<file path="config.mk">
export PLATFORM = sky130hd
export DESIGN_NAME = tinyalu_arbiter_flat
export DESIGN_NICKNAME = d
export VERILOG_FILES = /design/src/rtl/tinyalu_arbiter_if.sv /design/src/rtl/tinyalu_arbiter.sv /design/src/flat_wrapper.sv
export SDC_FILE = /design/constraint.sdc
export NUM_CORES = 1
export LEC_CHECK = 0
export CAP_MARGIN = 10
export CORE_AREA = 2 2 68 102
export DETAILED_ROUTE_END_ITERATION = 16
export DIE_AREA = 0 0 70 104
export DONT_BUFFER_PORTS = 1
export GPL_TIMING_DRIVEN = 1
export HOLD_SLACK_MARGIN = 0.02
export SYNTH_ARGS = -nofsm -noshare
export SYNTH_HDL_FRONTEND = slang
export SYNTH_SLANG_ARGS = --single-unit
</file>
<file path="constraint.sdc">
create_clock -name clk -period 3.01 [get_ports clk]
set_input_delay 0.602 -clock clk [delete_from_list [all_inputs] [get_ports clk]]
set_output_delay 0.602 -clock clk [all_outputs]
set_load 0.01 [all_outputs]
</file>
<file path="src/rtl/tinyalu_arbiter_if.sv">
// Requester and TinyALU signals of the arbiter, bundled for the port list.
// slave is the arbiter's view; master is the view of the surrounding agents and ALU.
interface tinyalu_arbiter_if #(
    parameter int NUM_REQ = 2
);
    logic [NUM_REQ-1:0]   req_valid;
    logic [NUM_REQ-1:0]   req_ready;
    logic [8*NUM_REQ-1:0] req_A;
    logic [8*NUM_REQ-1:0] req_B;
    logic [3*NUM_REQ-1:0] req_op;
    logic [NUM_REQ-1:0]   rsp_valid;
    logic [15:0]          rsp_result;
    logic                 rsp_error;
    logic [7:0]           alu_A;
    logic [7:0]           alu_B;
    logic [2:0]           alu_op;
    logic                 alu_start;
    logic                 alu_done;
    logic [15:0]          alu_result;

    modport slave (
        input  req_valid, req_A, req_B, req_op, alu_done, alu_result,
        output req_ready, rsp_valid, rsp_result, rsp_error,
               alu_A, alu_B, alu_op, alu_start
    );

    modport master (
        output req_valid, req_A, req_B, req_op, alu_done, alu_result,
        input  req_ready, rsp_valid, rsp_result, rsp_error,
               alu_A, alu_B, alu_op, alu_start
    );
endinterface

</file>
<file path="src/rtl/tinyalu_arbiter.sv">
// Round-robin sharing of one TinyALU among NUM_REQ requesters; response one cycle after alu_done
// (no-op/illegal: one cycle after grant); one request in flight, others hold req_valid until req_ready.
module tinyalu_arbiter #(
    parameter int NUM_REQ = 2,
    parameter int TIMEOUT = 31
) (
    input logic             clk,
    input logic             reset_n,
    tinyalu_arbiter_if.slave bus
);
    localparam int ID_W = $clog2(NUM_REQ);
    localparam int WD_W = $clog2(TIMEOUT + 1);

    typedef enum logic [1:0] {IDLE, ISSUE, RESP} state_t;

    state_t            state;
    logic [ID_W-1:0]   rr_ptr;
    logic [ID_W-1:0]   id_q;
    logic [WD_W-1:0]   wdog;
    logic [ID_W-1:0]   gnt_idx;
    logic              gnt_vld;
    logic [NUM_REQ-1:0] req_ready_c;
    logic [7:0]        a_arr  [NUM_REQ];
    logic [7:0]        b_arr  [NUM_REQ];
    logic [2:0]        op_arr [NUM_REQ];
    logic [7:0]        sel_a;
    logic [7:0]        sel_b;
    logic [2:0]        sel_op;
    logic              sel_alu;

    always_comb begin
        for (int i = 0; i < NUM_REQ; i++) begin
            a_arr[i]  = bus.req_A[8*i +: 8];
            b_arr[i]  = bus.req_B[8*i +: 8];
            op_arr[i] = bus.req_op[3*i +: 3];
        end
    end

    // First valid requester at or after rr_ptr, wrapping around.
    always_comb begin
        int idx;
        idx     = 0;
        gnt_vld = 1'b0;
        gnt_idx = '0;
        for (int k = 0; k < NUM_REQ; k++) begin
            idx = int'(rr_ptr) + k;
            if (idx >= NUM_REQ) idx = idx - NUM_REQ;
            if (!gnt_vld && bus.req_valid[idx]) begin
                gnt_vld = 1'b1;
                gnt_idx = ID_W'(idx);
            end
        end
        req_ready_c = '0;
        if (state == IDLE && gnt_vld) req_ready_c[gnt_idx] = 1'b1;
    end

    assign bus.req_ready = req_ready_c;
    assign sel_a   = a_arr[gnt_idx];
    assign sel_b   = b_arr[gnt_idx];
    assign sel_op  = op_arr[gnt_idx];
    assign sel_alu = (sel_op != 3'd0) && (sel_op <= 3'd4);

    always_ff @(posedge clk) begin
        if (!reset_n) begin
            state          <= IDLE;
            rr_ptr         <= '0;
            id_q           <= '0;
            wdog           <= '0;
            bus.rsp_valid  <= '0;
            bus.rsp_result <= '0;
            bus.rsp_error  <= 1'b0;
            bus.alu_start  <= 1'b0;
            bus.alu_A      <= '0;
            bus.alu_B      <= '0;
            bus.alu_op     <= '0;
        end else begin
            bus.rsp_valid <= '0;
            case (state)
                IDLE: begin
                    if (gnt_vld) begin
                        id_q   <= gnt_idx;
                        rr_ptr <= (gnt_idx == ID_W'(NUM_REQ - 1)) ? '0 : gnt_idx + 1'b1;
                        wdog   <= '0;
                        if (sel_alu) begin
                            bus.alu_A     <= sel_a;
                            bus.alu_B     <= sel_b;
                            bus.alu_op    <= sel_op;
                            bus.alu_start <= 1'b1;
                            state         <= ISSUE;
                        end else begin
                            // no-op and illegal opcodes are answered without touching the ALU
                            bus.rsp_valid  <= req_ready_c;
                            bus.rsp_result <= 16'h0000;
                            bus.rsp_error  <= (sel_op != 3'd0);
                            state          <= RESP;
                        end
                    end
                end
                ISSUE: begin
                    if (bus.alu_done) begin
                        bus.alu_start  <= 1'b0;
                        bus.rsp_valid  <= {{(NUM_REQ-1){1'b0}}, 1'b1} << id_q;
                        bus.rsp_result <= bus.alu_result;
                        bus.rsp_error  <= 1'b0;
                        state          <= RESP;
                    end else if (wdog == WD_W'(TIMEOUT - 1)) begin
                        bus.alu_start  <= 1'b0;
                        bus.rsp_valid  <= {{(NUM_REQ-1){1'b0}}, 1'b1} << id_q;
                        bus.rsp_result <= 16'h0000;
                        bus.rsp_error  <= 1'b1;
                        state          <= RESP;
                    end else begin
                        wdog <= wdog + 1'b1;
                    end
                end
                RESP:    state <= IDLE;
                default: state <= IDLE;
            endcase
        end
    end
endmodule
</file>
<file path="src/flat_wrapper.sv">
// flat-port wrapper written by rule: the top's interface ports become plain ports
module tinyalu_arbiter_flat 
#(
    parameter int NUM_REQ = 2,
    parameter int TIMEOUT = 31
)
  (clk, reset_n, bus_req_valid, bus_req_A, bus_req_B, bus_req_op, bus_alu_done, bus_alu_result, bus_req_ready, bus_rsp_valid, bus_rsp_result, bus_rsp_error, bus_alu_A, bus_alu_B, bus_alu_op, bus_alu_start);
  tinyalu_arbiter_if #(.NUM_REQ(NUM_REQ)) bus_i ();
  input logic clk;
  input logic reset_n;
  input wire logic [$bits(bus_i.req_valid)-1:0] bus_req_valid;
  input wire logic [$bits(bus_i.req_A)-1:0] bus_req_A;
  input wire logic [$bits(bus_i.req_B)-1:0] bus_req_B;
  input wire logic [$bits(bus_i.req_op)-1:0] bus_req_op;
  input wire logic [$bits(bus_i.alu_done)-1:0] bus_alu_done;
  input wire logic [$bits(bus_i.alu_result)-1:0] bus_alu_result;
  output wire logic [$bits(bus_i.req_ready)-1:0] bus_req_ready;
  output wire logic [$bits(bus_i.rsp_valid)-1:0] bus_rsp_valid;
  output wire logic [$bits(bus_i.rsp_result)-1:0] bus_rsp_result;
  output wire logic [$bits(bus_i.rsp_error)-1:0] bus_rsp_error;
  output wire logic [$bits(bus_i.alu_A)-1:0] bus_alu_A;
  output wire logic [$bits(bus_i.alu_B)-1:0] bus_alu_B;
  output wire logic [$bits(bus_i.alu_op)-1:0] bus_alu_op;
  output wire logic [$bits(bus_i.alu_start)-1:0] bus_alu_start;
  assign bus_i.req_valid = bus_req_valid;
  assign bus_i.req_A = bus_req_A;
  assign bus_i.req_B = bus_req_B;
  assign bus_i.req_op = bus_req_op;
  assign bus_i.alu_done = bus_alu_done;
  assign bus_i.alu_result = bus_alu_result;
  assign bus_req_ready = bus_i.req_ready;
  assign bus_rsp_valid = bus_i.rsp_valid;
  assign bus_rsp_result = bus_i.rsp_result;
  assign bus_rsp_error = bus_i.rsp_error;
  assign bus_alu_A = bus_i.alu_A;
  assign bus_alu_B = bus_i.alu_B;
  assign bus_alu_op = bus_i.alu_op;
  assign bus_alu_start = bus_i.alu_start;
  tinyalu_arbiter #(.NUM_REQ(NUM_REQ), .TIMEOUT(TIMEOUT)) u_core (.clk(clk), .reset_n(reset_n), .bus(bus_i));
endmodule
</file>
# Word level (Yosys, flattened, before mapping)
# Cells that the tools add are included.
# Widths: inputs -> output; s select.
dict set report totals {
  reg_bits 48
  input_bits 59
}
dict set report op_classes {
  addsub 5
  order_cmp 8
  n_eq_ne 8
  shifts 1
  muxes 54
  bitwise 1
  reduce_logical 14
}
# op count
set op_table {}
lappend op_table {{$lt 32x3->1 const B} 2}
lappend op_table {{$mux 16} 4}
lappend op_table {{$mux 32} 2}
lappend op_table {{$mux 8} 6}
lappend op_table {{$ge 32x3->1 const B} 1}
lappend op_table {{$pmux 16 s2} 1}
lappend op_table {{$sub 32x3->32 const B} 1}
lappend op_table {{$mux 1} 20}
lappend op_table {{$mux 2} 9}
lappend op_table {{$mux 5} 3}
lappend op_table {{$reduce_and 4->1} 3}
lappend op_table {{$pmux 5 s2} 1}
lappend op_table {{$mux 3} 3}
lappend op_table {{$pmux 2 s2} 2}
lappend op_table {{$ne 2x2->1 const B} 3}
lappend op_table {{$add 5x1->5 const B} 1}
lappend op_table {{$eq 5x5->1 const B} 1}
lappend op_table {{$logic_and 1x1->1} 4}
lappend op_table {{$ne 2x1->1 const B} 2}
lappend op_table {{$pmux 1 s2} 2}
lappend op_table {{$reduce_and 2->1} 2}
lappend op_table {{$le 3x3->1 const B} 1}
lappend op_table {{$ne 3x2->1 const B} 1}
lappend op_table {{$reduce_and 3->1} 1}
lappend op_table {{other kinds (15)} 15}

# Longest topological paths before layout
# Gate-level depths: netlist of the first run.
dict set report depth {
  word_depth 18
  depth_mapped 9
  mapped_depth_nobuf 6
}

# Worst setup path before layout of the first run
# No wires, ideal clock.
dict set report synth_timing {
  path_kind {input to register}
  startpoint {in bus_req_valid[0]}
  endpoint {reg u_core.bus.rsp_result[10]}
  setup_ps 117
  t_arrival_ps 2514
  required_ps 2893
  setup_slack_ps 378
  stages 9
  cell_sequence {nor2b_1 clkbuf_1 o21ai_0 and2_1 ha_1 o32a_1 buf_6 buf_8 a32o_1}
}
dict set report synth_via {
  elab_chain_cells 15
  word_cells_on_any_way 22
  classes_between {1 x order compare; 2 x eq/ne; 13 x mux; 1 x bitwise; 5 x reduce/logical}
}
# item line
set synth_lines {}
lappend synth_lines {{start: declaration} flat_wrapper.sv:11} ;# input wire logic [$bits(bus_i.req_valid)-1:0] bus_req_valid;
lappend synth_lines {{$mux 1 (implied by the code) (3 in a row)} tinyalu_arbiter.sv:48} ;# if (!gnt_vld && bus.req_valid[idx]) begin
lappend synth_lines {{$mux 1} tinyalu_arbiter.sv:48}
lappend synth_lines {{$logic_not 1->1} tinyalu_arbiter.sv:48}
lappend synth_lines {{$logic_and 1x1->1} tinyalu_arbiter.sv:48}
lappend synth_lines {{$mux 1} tinyalu_arbiter.sv:48}
lappend synth_lines {{$not 1->2 (implied by the code)} tinyalu_arbiter.sv:60} ;# assign sel_op = op_arr[gnt_idx];
lappend synth_lines {{$mux 3 (implied by the code) (3 in a row)} tinyalu_arbiter.sv:60}
lappend synth_lines {{$le 3x3->1 or $reduce_bool 3->1 (tied branches)} tinyalu_arbiter.sv:61} ;# assign sel_alu = (sel_op != 3'd0) && (sel_op <= 3'd4);
lappend synth_lines {{$logic_and 1x1->1} tinyalu_arbiter.sv:61}
lappend synth_lines {{$ne 2x2->1 (no line)} n/a}
lappend synth_lines {{$reduce_and 4->1 (no line) (*)} n/a}
lappend synth_lines {{end signal: assignment} tinyalu_arbiter.sv:103} ;# bus.rsp_result <= bus.alu_result;
lappend synth_lines {{end: declaration} tinyalu_arbiter_if.sv:23} ;# output req_ready, rsp_valid, rsp_result, rsp_error,
# Mark *: on every way between the ends. The rest lies on a longest branch, timed or not. The select of a mux whose other input is x is not followed.
# A chain may end at the register's enable or synchronous reset.

# Final worst setup path of the first run
dict set report layout_timing {
  startpoint {reg u_core.rr_ptr}
  endpoint {reg u_core.bus.alu_A[1] (netlist name)}
}
dict set report layout_via {
  elab_chain_cells 16
  word_cells_on_any_way 30
  classes_between {3 x add/sub; 3 x order compare; 18 x mux; 1 x bitwise; 5 x reduce/logical}
}
# item line
set layout_lines {}
lappend layout_lines {{start: declaration} tinyalu_arbiter.sv:17} ;# logic [ID_W-1:0] rr_ptr;
lappend layout_lines {{start signal: assignment} tinyalu_arbiter.sv:82} ;# rr_ptr <= (gnt_idx == ID_W'(NUM_REQ - 1)) ? '0 : gnt_idx + 1'b1;
lappend layout_lines {{branches (longest 16 deep; another with $sub 32x3->32)} n/a}
lappend layout_lines {{end signal: assignment} tinyalu_arbiter.sv:85} ;# bus.alu_A <= sel_a;
lappend layout_lines {{end: declaration} tinyalu_arbiter_if.sv:24} ;# alu_A, alu_B, alu_op, alu_start
# Several ways; the timed one is not identified. The select of a mux whose other input is x is not followed.

==> results.cfg, run 1 <==
[final_layout]
fin_nets = 284
drive_gt1_share_pct = 8.07
multi_input_comb_area_um2 = 1090
n_antenna_cell = 0
regArea_um2 = 961
final_common_cell = dfxtp_1
n_fill_cell = 669
layout_common_cells = 48 x dfxtp_1, 25 x o21ai_0, 19 x nand3b_1, 19 x a31oi_1, 19 x a311oi_1
final_core_util_pct = 36.7
area_delta_synth_final_pct = 7.27

[critical_path]
cp_num_buf_inv = 1
slowest_stage = and3_1
cp_max_fo = 19
cp-end-kind = flop
worstSetupPathType = reg2reg
start_kind = flop
path_delay_family = simple AND/OR/NAND/NOR gates
arrival_ps = 2530
path_cells = nor2b_2, o21ai_0, and2_1, ha_1, buf_4, and3_1, a311oi_1
max_stage_delay_ps = 630
required_ps = 3150

[timing]
layout_worst_path_cycle_share_pct = 79.2
fmax_ghz = 0.419
setup_viol = 0
slew_headroom_pct = 50.1
hold_viol_final = 0
fin_crit_ps = 2380
timing_worst_slew_pin_value_ps = 747
grt_setup_unrepaired = no
finalSetupTns_ps = 0
fin_skew_ps = 8.33
finalMaxSlewViolations = 0

[power]
power_frac_seq_pct = 49.4
ir_drop_uv = 227
leakagePower_nw = 0.771
swShare_pct = 30.2
power.internal_mw = 1.11
pwr-share-clk_pct = 31.9
power_density_nw_per_um2 = 681
p_comb_share_pct = 18.8
power_switching_mw = 0.482

[clock_tree]
cts_resized = 0
clockBufferDepth = 2
cts_tree = yes
cts-buffers-inserted = 5
post-cts-setup-buffers = 0
clk_pin_slew_ps = 90
htreeDepth = 2
cts_root_buf = clkbuf_8
cts_sinks = 48
insertion_delay_ps = 300
cts_hold_buf = 0

[synthesis]
avgSynthCellArea_um2 = 9.34
synthDistinctLibCells = 36
synth_edf_count = 0
syn-num-nets = 296
async_flop_share_pct = 0
ys_seq_elements = 48
seq_area_frac_synth_pct = 44.0
yosysTopAreaCell = dfxtp_1
synthFlopType = dfxtp_1
syn_inst = 234
syn_area_um2 = 2190
synthTopCellsByArea = dfxtp_1 44%, a311oi_1 7.6%, a32o_1 7.3%
ys_warn_count = 0
synth_top_cell_area_share_pct = 44.0

[global_routing]
grt_max_degree = 25
grt_pass1_vias = 1891
antenna_found_initial = 0
grt_pass1_wl_um = 9500
track_usage_pct = 16.2
grt_overflow_total = 0

[detailed_routing]
drt_iter0_drc = 83
via_per_inst = 6.35
vias = 1898
ant_nets = 0
wl_per_cell_um = 19.6
drc = 0
drt_wl_total_um = 5870
drt_pass1_iterations = 5

[floorplan]
io_pins = 100
die_x_um = 70
rows = 36
initial_utilization_pct = 34.2
dieArea_um2 = 7280
fp.coreArea_um2 = 6400
die_h_um = 104

[place]
gp_congestion = 0.844
dp_hpwl_um = 4250
portBuffers = 0

[flow_run]
cap_violations = 0

[min_path]
hp-class = in2reg

[run_status]
status = finished clean
[state kept, by name (all words and copies together), names as in the netlist]
name / cells
u_core.bus.alu_A: 8
u_core.rr_ptr: 1
u_core.state: 2
u_core.bus.rsp_error: 1
u_core.bus.alu_start: 1
u_core.bus.alu_B: 8
u_core.bus.rsp_valid: 2
u_core.bus.alu_op: 3
u_core.bus.rsp_result: 16
u_core.id_q: 1
u_core.wdog: 5
[power groups by stage]
stage | Sequential, mW | Combinational (mW) | Clock, mW
floorplan | 0.782 | 0.258 | 0
global placement | 0.804 | 0.294 | 0
detailed placement | 0.804 | 0.299 | 0
CTS | 0.790 | 0.300 | 0.525
global route | 0.797 | 0.336 | 0.548
finish | 0.788 | 0.300 | 0.509
[metal layers]
metal  vias up  global-route usage, %  wire [um]
met3        12                   4.36        421
met4         0                   7.42        166
li1        902                      -          -
met5         -                      0          0
met1       895                   17.4       2220
met2        89                   28.9       3060
[synth_stat cells, types with 5 or more instances]
library cell / n
a21oi_1: 11
a311oi_1: 19
a31oi_1: 19
a32o_1: 16
clkbuf_1: 19
dfxtp_1: 48
inv_1: 5
nand3_1: 5
nand3b_1: 19
o21ai_0: 25
[per-stage QoR]
step / hold WS, ps / cell area (um^2) / cells / setup slack (ps) / power, mW
final: 416 / 2340 / 299 / 626 / 1.60
after global routing: 408 / 2340 / 299 / 398 / 1.68
after CTS: 407 / 2340 / 299 / 604 / 1.61
after detailed placement: 473 / 2220 / 291 / 323 / 1.10
after global placement: 470 / 2220 / 291 / 372 / 1.10
after floorplan: 447 / 2190 / 234 / 378 / 1.04
[final timing paths]
kind                            cells past startpoint                        to         startpoint  slack [ps]
worst max register to register                      7       u_core.bus.alu_A[1]      u_core.rr_ptr         630
worst max-delay path                                7       u_core.bus.alu_A[1]      u_core.rr_ptr         630
worst min register to register                      2   u_core.bus.rsp_valid[1]        u_core.id_q         490
worst min-delay path                                1  u_core.bus.rsp_result[1]  bus_alu_result[1]         420
[cell families after synthesis]
group,count (synthesis),share of synthesized area [%]
simple gates,51,15.2
mux,1,0.458
buf+inv,32,6.53
fa+ha+maj,3,1.72
flops,48,44.0
compound gates,99,32.1
[cell type report]
class	count	area share (%)
Sequential cell	48	41.0
Tap cell	76	4.06
Clock buffer	7	4.11
Inverter	6	0.961
Clock inverter	1	1.28
Multi-Input combinational cell	154	46.4
Timing Repair Buffer	7	2.24
No activity file was read; power rests on OpenSTA's default activity.
==> inputs of run 2 (changes only) <==
==> constraint.sdc (replaced) <==
create_clock -name clk -period 2.3 [get_ports clk]
set_input_delay 0.46 -clock clk [delete_from_list [all_inputs] [get_ports clk]]
set_output_delay 0.46 -clock clk [all_outputs]
set_load 0.01 [all_outputs]
==> results.cfg, run 2 (same netlist as run 1, synthesis figures left out) <==
[place]
dpl_worst_slack_ps = 139
placed_cells = 294
placed_area_um2 = 2290
portBuffers = 0
dp_hpwl_um = 4170
gp_congestion = 0.819

[min_path]
hp-class = in2reg

[detailed_routing]
via_per_inst = 6.41
drt_wl_total_um = 5870
drt_iter0_drc = 86
drc = 0
drt_pass1_iterations = 4
ant_nets = 0
wl_per_cell_um = 19.4
vias = 1935

[final_layout]
regArea_um2 = 961
final_area_um2 = 2410
n_antenna_cell = 0
layout_common_cells = 48 x dfxtp_1, 24 x o21ai_0, 19 x nand3b_1, 19 x a31oi_1, 19 x a311oi_1
fin_nets = 287
final_common_cell = dfxtp_1
stdcell_count = 302
largest_reg_flops = 16
multi_input_comb_area_um2 = 1120
final_core_util_pct = 37.7
reg_top3 = u_core.bus.rsp_result (16), u_core.bus.alu_A (8), u_core.bus.alu_B (8)
drive_gt1_share_pct = 10.2
area_delta_synth_final_pct = 10.3
n_fill_cell = 665
top_register = u_core.bus.rsp_result

[floorplan]
die_h_um = 104
rows = 36
fp.coreArea_um2 = 6400
dieArea_um2 = 7280
die_x_um = 70
initial_utilization_pct = 34.2
io_pins = 100

[critical_path]
max_stage_delay_ps = 400
start_kind = flop
r2r_setup_slack_ps = 280
path_cells = nor2b_4, nand2b_4, o31ai_4, ha_4, o32a_1, buf_12, a32o_1
path_delay_family = compound AO/OA/AOI/OAI gates
arrival_ps = 2220
worstSetupPathType = reg2reg
cp-end-kind = flop
slowest_stage = dfxtp_1
required_ps = 2500
cp_num_buf_inv = 1
cp_max_fo = 18

[clock_tree]
clockBufferDepth = 2
cts-buffers-inserted = 5
insertion_delay_ps = 300
cts_resized = 0
cts_sinks = 48
post-cts-setup-buffers = 0
clk_pin_slew_ps = 100
cts_root_buf = clkbuf_8
cts_tree = yes
htreeDepth = 2
cts_hold_buf = 0

[timing]
timing_worst_slew_pin_value_ps = 559
finalSetupTns_ps = 0
slew_headroom_pct = 62.7
layout_worst_path_cycle_share_pct = 88.0
finalMaxSlewViolations = 0
fmax_ghz = 0.494
fin_skew_ps = 12.5
fin_hold_ws_ps = 281
finalWorstSetupSlack_ps = 275
grt_setup_unrepaired = no
setup_viol = 0
hold_viol_final = 0
fin_crit_ps = 2020

[global_routing]
grt_pass1_wl_um = 9400
track_usage_pct = 15.8
grt_overflow_total = 0
grt_max_degree = 29
grt_pass1_vias = 1878
antenna_found_initial = 0

[flow_run]
cap_violations = 0

[power]
leakagePower_nw = 0.799
power_mw = 2.11
ir_drop_uv = 353
power_density_nw_per_um2 = 874

[run_status]
status = finished clean
==> run 2: cell type report <==
| class | instances | area share (%) |
|---|---|---|
| multi-input combinational | 154 | 46.6 |
| clock inverter | 2 | 1.61 |
| sequential | 48 | 39.9 |
| inverter | 6 | 0.934 |
| clock buffer | 6 | 3.43 |
| tap | 76 | 3.94 |
| timing repair buffer | 10 | 3.63 |
==> run 2: per-layer routing <==
| metal | routed length [um] | GRT usage (%) |
|---|---|---|
| met5 | 0 | 0 |
| met4 | 46 | 4.95 |
| met3 | 410 | 3.59 |
| met2 | 3100 | 28.6 |
| met1 | 2320 | 18.0 |
==> run 2: path summary, 6_finish.rpt <==
kind                           start                   endpoint  cells after the start
setup / recovery       u_core.rr_ptr   u_core.bus.rsp_result[9]                      7
hold / removal    bus_alu_result[13]  u_core.bus.rsp_result[13]                      1
hold reg to reg          u_core.id_q                u_core.id_q                      2
setup reg to reg       u_core.rr_ptr   u_core.bus.rsp_result[9]                      7
==> run 2: report_power, final <==
part / total (mW) / switching (mW) / internal, mW / leakage [nW]
combinational: 0.428 / 0.246 / 0.182 / 0.345
sequential: 1.03 / 0.107 / 0.922 / 0.393
clock: 0.649 / 0.293 / 0.356 / 0.0614
==> run 2: worst register-to-register path, stage by stage, from the launching register on <==
cell and delay, ps:
dfxtp_1 400, nor2b_4 70, nand2b_4 140, o31ai_4 260, ha_4 260, o32a_1 370, buf_12 160, a32o_1 260
